$ cat src/rtl/adsr_envelope.sv
// ADSR amplitude envelope for a single oscillator voice.
// A five-state FSM steps the envelope level once per tick, and a two-stage
// multiply pipeline scales each incoming sample by the current level.
module adsr_envelope #(
    parameter int SAMPLE_WIDTH = 16,
    parameter int ENV_WIDTH    = 16,
    parameter int TICK_CYCLES  = 2268
) (
    input  logic                           clk_in,
    input  logic                           rst_in,
    input  logic                           gate_in,
    input  logic        [ENV_WIDTH-1:0]    attack_step_in,
    input  logic        [ENV_WIDTH-1:0]    decay_step_in,
    input  logic        [ENV_WIDTH-1:0]    sustain_level_in,
    input  logic        [ENV_WIDTH-1:0]    release_step_in,
    input  logic signed [SAMPLE_WIDTH-1:0] sample_in,
    input  logic                           sample_valid_in,
    output logic signed [SAMPLE_WIDTH-1:0] sample_out,
    output logic                           sample_valid_out,
    output logic        [ENV_WIDTH-1:0]    env_out,
    output logic                           active_out,
    output logic                           done_out
);

    localparam int CNT_W  = (TICK_CYCLES > 1) ? $clog2(TICK_CYCLES) : 1;
    localparam int PROD_W = SAMPLE_WIDTH + ENV_WIDTH + 1;

    localparam logic [CNT_W-1:0]     TICK_LAST = CNT_W'(TICK_CYCLES - 1);
    localparam logic [ENV_WIDTH-1:0] ENV_MAX   = {ENV_WIDTH{1'b1}};

    typedef enum logic [2:0] {
        IDLE,
        ATTACK,
        DECAY,
        SUSTAIN,
        RELEASE
    } state_t;

    state_t                    state_q, state_d;
    logic [ENV_WIDTH-1:0]      env_q, env_d;
    logic [CNT_W-1:0]          tickCnt_q, tickCnt_d;
    logic                      gate_q;
    logic                      done_q, done_d;

    logic                      tick;
    logic                      rise;
    logic                      fall;
    logic [ENV_WIDTH:0]        attackSum;
    logic [ENV_WIDTH:0]        decayFloor;

    logic signed [PROD_W-1:0]       sampleExt;
    logic signed [PROD_W-1:0]       envExt;
    logic signed [PROD_W-1:0]       prod_d, prod_q;
    logic signed [SAMPLE_WIDTH-1:0] scaled_d, scaled_q;
    logic                           validS1_q, validS2_q;

    assign tick      = (tickCnt_q == TICK_LAST);
    assign tickCnt_d = tick ? '0 : tickCnt_q + 1'b1;

    assign rise = gate_in & ~gate_q;
    assign fall = ~gate_in & gate_q;

    // Both operands are widened to the full product width so the multiply is
    // a plain same-width signed multiply; the envelope is zero-extended because
    // it is an unsigned level.
    assign sampleExt = {{(ENV_WIDTH + 1){sample_in[SAMPLE_WIDTH-1]}}, sample_in};
    assign envExt    = {{SAMPLE_WIDTH{1'b0}}, 1'b0, env_q};
    assign prod_d    = sampleExt * envExt;
    assign scaled_d  = SAMPLE_WIDTH'(prod_q >>> ENV_WIDTH);

    // Next state and level: edges take priority and suppress the tick step,
    // otherwise the level advances only on a tick.
    always_comb begin
        state_d    = state_q;
        env_d      = env_q;
        done_d     = 1'b0;
        attackSum  = {1'b0, env_q} + {1'b0, attack_step_in};
        decayFloor = {1'b0, sustain_level_in} + {1'b0, decay_step_in};

        if (rise) begin
            state_d = ATTACK;
        end else if (fall && (state_q == ATTACK || state_q == DECAY || state_q == SUSTAIN)) begin
            state_d = RELEASE;
        end else if (tick) begin
            case (state_q)
                IDLE: begin
                    env_d = '0;
                end
                ATTACK: begin
                    if (attackSum >= {1'b0, ENV_MAX}) begin
                        env_d   = ENV_MAX;
                        state_d = DECAY;
                    end else begin
                        env_d = attackSum[ENV_WIDTH-1:0];
                    end
                end
                DECAY: begin
                    if ({1'b0, env_q} <= decayFloor) begin
                        env_d   = sustain_level_in;
                        state_d = SUSTAIN;
                    end else begin
                        env_d = env_q - decay_step_in;
                    end
                end
                SUSTAIN: begin
                    env_d = sustain_level_in;
                end
                RELEASE: begin
                    if (env_q <= release_step_in) begin
                        env_d   = '0;
                        state_d = IDLE;
                        done_d  = 1'b1;
                    end else begin
                        env_d = env_q - release_step_in;
                    end
                end
                default: begin
                    env_d   = '0;
                    state_d = IDLE;
                end
            endcase
        end
    end

    // Envelope control registers: FSM state, level, tick counter, gate history.
    always_ff @(posedge clk_in) begin
        if (!rst_in) begin
            state_q   <= IDLE;
            env_q     <= '0;
            tickCnt_q <= '0;
            gate_q    <= 1'b0;
            done_q    <= 1'b0;
        end else begin
            state_q   <= state_d;
            env_q     <= env_d;
            tickCnt_q <= tickCnt_d;
            gate_q    <= gate_in;
            done_q    <= done_d;
        end
    end

    // Two-stage sample scaling pipeline with a matching valid shift register.
    always_ff @(posedge clk_in) begin
        if (!rst_in) begin
            prod_q    <= '0;
            scaled_q  <= '0;
            validS1_q <= 1'b0;
            validS2_q <= 1'b0;
        end else begin
            prod_q    <= prod_d;
            scaled_q  <= scaled_d;
            validS1_q <= sample_valid_in;
            validS2_q <= validS1_q;
        end
    end

    assign sample_out       = scaled_q;
    assign sample_valid_out = validS2_q;
    assign env_out          = env_q;
    assign active_out       = (state_q != IDLE);
    assign done_out         = done_q;

endmodule
$ cat config.mk
export PLATFORM = sky130hd
export DESIGN_NAME = adsr_envelope
export DESIGN_NICKNAME = d
export VERILOG_FILES = /design/src/rtl/adsr_envelope.sv
export SDC_FILE = /design/constraint.sdc
export NUM_CORES = 1
export LEC_CHECK = 0
export ABC_CLOCK_PERIOD_IN_PS = 9650
export CAP_MARGIN = 20
export CORE_AREA = 5 5 186 188
export CTS_CLUSTER_DIAMETER = 100
export DETAILED_ROUTE_END_ITERATION = 12
export DIE_AREA = 0 0 191 193
export PLACE_DENSITY_LB_ADDON = 0.15
export SETUP_SLACK_MARGIN = 0.15
export SYNTH_ARGS = -nofsm -noshare
export SYNTH_HDL_FRONTEND = slang
export SYNTH_SLANG_ARGS = --single-unit
$ cat constraint.sdc
create_clock -name clk_in -period 9.65 [get_ports clk_in]
set_input_delay 1.4475 -clock clk_in [delete_from_list [all_inputs] [get_ports clk_in]]
set_output_delay 1.4475 -clock clk_in [all_outputs]
set_load 0.01 [all_outputs]
# Word level (Yosys, flattened, before mapping)
# Cells that the tools add are included.
[classes]
add_sub_neg = 5
multipliers = 1
order_cmp = 3
eq_ne = 16
n_mux = 12
bitwise_logic = 10
reduce_logical = 16
[op_table]
columns = ["operator", "count"]
rows = [
  ["$pmux W16 S4", 1],
  ["$mux W16", 3],
  ["$add A16 B16 Y17", 2],
  ["$mul A16 B17 Y32", 1],
  ["$sub A16 B16 Y16", 2],
  ["$ge A17 B16 Y1 const B", 1],
  ["$le A16 B17 Y1", 1],
  ["$le A16 B16 Y1", 1],
  ["$mux W3", 5],
  ["$reduce_and A5 Y1", 3],
  ["$add A12 B1 Y12 const B", 1],
  ["$eq A12 B12 Y1 const B", 1],
  ["$pmux W3 S4", 1],
  ["$ne A3 B1 Y1 const B", 3],
  ["$ne A4 B2 Y1 const B", 2],
  ["$not A1 Y1", 8],
  ["$eq A3 B2 Y1 const B", 2],
  ["$ne A2 B1 Y1 const B", 3],
  ["$reduce_bool A3 Y1", 2],
  ["$reduce_or A2 Y1", 3],
  ["$reduce_or A5 Y1", 1],
  ["$ne A4 B4 Y1 const B", 1],
  ["$eq A3 B1 Y1 const B", 1],
  ["$eq A3 B3 Y1 const B", 1],
  ["other kinds (10)", 13],
]
[totals]
register_bits = 83
input_bits = 84
out_inout_bits = 35
wordCells = 74

# Depth between registers and ports, before layout
[depth]
word_depth = 7
mapped_depth = 23
ltp_nobuf = 22

# Worst setup path before layout
# OpenSTA, ideal clock, no wires.
[synth_timing]
kind = "input -> register"
startpoint = "in sample_in[7]"
endpoint = "reg prod_q[31]"
arrival_time_ns = 7.085
t_required_ns = 9.544
setup_slack_ns = 2.459
path_stages = 22
n_path_buf = 1
cell_sequence = "clkbuf_1 -> nand2_1 -> fa_1 -> inv_1 -> fa_1 -> inv_1 -> fa_1 -> inv_1 -> fa_1 -> fa_1 -> inv_1 -> fa_1 -> inv_1 -> ha_1 -> a21oi_1 -> nand2_1 -> a2111oi_0 -> a211oi_1 -> nor3_1 -> nor3_1 -> a41o_1 -> o311ai_0"
[synth_between]
elab_chain_cells = 1
[synth_lines]
columns = ["element", "line_no", "rtl"]
rows = [
  ["from (decl)", "16", "input logic signed [SAMPLE_WIDTH-1:0] sample_in,"],
  ["$mul A16 B17 Y32", "68", "assign prod_d = sampleExt * envExt;"],
  ["to (signal assigned)", "150", "prod_q <= prod_d;"],
  ["to (decl)", "53", "logic signed [PROD_W-1:0] prod_d, prod_q;"],
]
# No other way between the ends.
# A chain may end at the register's enable or synchronous reset.

# Worst setup path in the final report
[layout_timing]
startpoint = "in sample_in[15]"
endpoint = "reg prod_q[31]"
# The elaborated chain is that of the path after synthesis.

==> impl_results.md <==
* Status: complete, no violations
* Core box area at ~0.033 sq mm
* Most Crowded Layer GR: met2
* Synth warn at 0
* Slew Viols, Final at 0
* Initial core utilization at a little over two fifths
* Clock latency on the worst-skew pair at 360 ps
* Mapped cell area at between 0.01 and 0.015 sq mm
* WS Path Type: primary input to register
* Clock power share at between 40% and 50%
* Min-delay worst type: register to register
* Critical Path Slowest Stage Cell: clkdlybuf4s50_1
* Worst setup EP type: register
* Fmax at roughly 120 MHz
* Most frequent cell after synthesis: inv_1
* Setup violators final at 0
* Worst setup SP type: primary input
* Reg2reg start: env_out[7]
* Worst slew margin at 41.08%
* Top_reg_cell synth: dfxtp_1
* CTS Buf Count at 9
* Port Buf Inserts at roughly 120
* PD cells at between 50 and 60 mW/mm^2
* # nets final at approximately 2,300
* Average via count per standard cell at approximately 5.4
* Post-Syn Instances at about 1,700
* CP max stage delay at 740 ps
* Yosys top cell by area: fa_1
* TritonRoute pass-1 iters at 7
* CP Max Fanout at 10
* Period utilization at between 80% and 90%
* GR Layer Usage met1 at approximately 31%
* Root Buffer: clkbuf_16
* Worst-Margin Slew at just under 900 ps
* Final WL at about 41,000 um
* Die area at between 0.03 and 0.04 sq mm
* WP data required at between 9000 and 10,000 ps
* Clock-pin slew on the worst setup and hold paths at ~70 ps
* Drt drc at 0
* Syn_area_per_cell at approximately 8.4 sq um
* Overall Global Routing Usage at 23.41%
* # hold bufs at CTS at 0
* Post-synth top area share at 27.22%
* Clock sink total at 67
* Synthesized net count at around 2,200
* Final worst clock skew at 15.11 ps
* Post-detail-place hpwl at roughly 33,000 um
* Synth unique cells at 80
* Switching power at 0.0002916 W
* Pint at roughly 0.0006 W
* CP most frequent cell: fa_1
* Leakage at slightly above 8 nW
* Crit. Startpoint: sample_in[15]
* Post-DR wirelength/cell at roughly 18 um
* Final critical-path required period at a little over 8000 ps
* Area contributors post-synth: fa_1 27%, ha_1 17%, dfxtp_1 9.3%
* Max VDD drop at 0.06211 mV
* Hold Startpoint: prod_q[25]
* Met3 usage at approximately 2.9%
* Setup_tns at 0 ps
* Unrepaired setup endpoints after global routing: false
* Post_cts resized at 0
* Via count at ~12,000
* Antenna cells at 0
* Post-synth EDFFs at 0
* H-tree lvl count at 3
* Reg power frac at 32.5%
* DR iter-0 viols at just under 800
* Number of hold violations in the final report at 0
* Overall power at approximately 0.00089 W
* M2 GR Usage at 40.06%
* Setup Buffers After CTS at 0
* Initial antenna violation count at 0
* Crit path cell chain: clkdlybuf4s50_1 -> clkinv_1 -> nor2_1 -> fa_1 -> fa_1 -> fa_1 -> fa_1 -> fa_1 -> inv_1 -> fa_1 -> inv_1 -> ha_1 -> a21oi_1 -> nand2_1 -> a2111oi_0 -> a211oi_1 -> nor3_1 -> nor3_1 -> a41o_1 -> o311ai_0
* WP data arrival at 8370 ps
* CTS tree: yes
* # Max-Cap Violations at 0
* Sw frac at between 30 and 40%
* Clock Tree Buf Depth at 2
* Global-route wire length before repair at around 68,000 um
* GRT overflow at 0
* DIE WIDTH at 191 um
* Sequential fraction of the synthesis area at 9.258%
* FP Rows at 67
* DIE HEIGHT at 193 um
* Most frequent cells after synthesis: 292 x inv_1, 202 x nand2_1, 197 x fa_1
* Fraction of registers with async set/reset at 0%
* #FFs+latches synth at 67
* Number of global-route vias before repair at about 13,000
* Gate power share at between 20% and 30%
* Share of post-route cells with drive strength above 1 at 3.077%
* Boundary Pins at 119
* Placer Congestion at between 0.8 and 0.9
* Syn-to-layout area delta at 13.43%
* Routed Antenna Nets at 0
* Largest net degree at the start of global routing at 35
## cell type report
type	instances	area (sq um)
Clock inverter	7	80.08
Timing Repair Buffer	135	1309
Sequential cell	67	1341
Tap cell	448	560.5
Multi-Input combinational cell	1309	11820
Clock buffer	9	225.2
Fill cell	3240	16510
Inverter	293	1100
## power by group through the flow
stage / logic [W] / clock network, W / registers (W)
after detailed placement: 0.000240 / 0 / 0.000295
after global routing: 0.000273 / 0.000379 / 0.000290
after floorplan: 0.000147 / 0 / 0.000295
after global placement: 0.000238 / 0 / 0.000296
final: 0.000243 / 0.000357 / 0.000289
after CTS: 0.000243 / 0.000366 / 0.000289
## final timing paths
path                         to  slack, ps  cells past startpoint
hold / removal    sample_out[9]        430                      1
hold reg to reg   sample_out[9]        430                      1
setup / recovery     prod_q[31]       1530                     20
setup reg to reg     prod_q[31]       2630                     21
## metrics by stage
| stage | cells | utilization [%] | hold slack [ps] | setup slack [ps] | instance area, sq um |
|---|---|---|---|---|---|
| after floorplan | 1724 | - | 411.9 | 2459 | 14490 |
| after global placement | 2252 | 48.95 | 413.7 | 1275 | 16130 |
| after detailed placement | 2252 | 48.95 | 420.9 | 1126 | 16130 |
| after CTS | 2268 | 49.88 | 434.2 | 1498 | 16430 |
| after global routing | 2268 | 49.88 | 438.8 | 858.6 | 16430 |
| final | 2268 | 49.88 | 433.9 | 1530 | 16430 |
## critical path, delay by kind of cell
kind	cells	cell delay, ps
fa+ha+maj	7	3250
simple gates	4	810
buf+inv	4	1290
compound gates	5	1560
## logic make-up (layout without fill, tap and decap cells)
kind of cell / count (synthesis) / in the layout / share of synthesized area (%)
fa+ha+maj: 391 / 391 / 43.98
buf+inv: 348 / 444 / 9.172
compound gates: 274 / 274 / 13.53
flops: 67 / 67 / 9.258
mux: 5 / 5 / 0.3541
xor+xnor: 62 / 62 / 3.748
simple gates: 577 / 577 / 19.96
## flip-flops by register name, indices dropped and copies added (netlist names)
| register | cells |
|---|---|
| validS1_q | 1 |
| state_q | 3 |
| tickCnt_q | 12 |
| sample_valid_out | 1 |
| gate_q | 1 |
| sample_out | 16 |
| done_out | 1 |
| prod_q | 16 |
| env_out | 16 |
## cell usage in the layout, fill, tap and decap left out, types with 11 or more instances in the layout
cell type | synthesis | layout
inv_1 | 292 | 292
nand2_1 | 202 | 202
fa_1 | 197 | 197
ha_1 | 194 | 194
and2_1 | 134 | 134
clkdlybuf4s50_1 | 0 | 118
nor2_1 | 87 | 87
dfxtp_1 | 67 | 67
a21oi_1 | 57 | 57
o21ai_0 | 45 | 45
xnor2_1 | 34 | 34
nor3_1 | 29 | 29
a21o_1 | 28 | 28
xor2_1 | 28 | 28
nand3_1 | 25 | 25
nand4_1 | 24 | 24
nand2b_1 | 20 | 20
o21a_1 | 19 | 19
buf_4 | 0 | 17
a211oi_1 | 15 | 15
a211o_1 | 13 | 13
or3_1 | 11 | 11
## layer usage
layer	share of wire (%)	wire (um)
met1	45	18720
met2	47	19460
met3	4.8	1983
met4	3.2	1331
met5	0	0
Power figures use the tool's default switching activity.
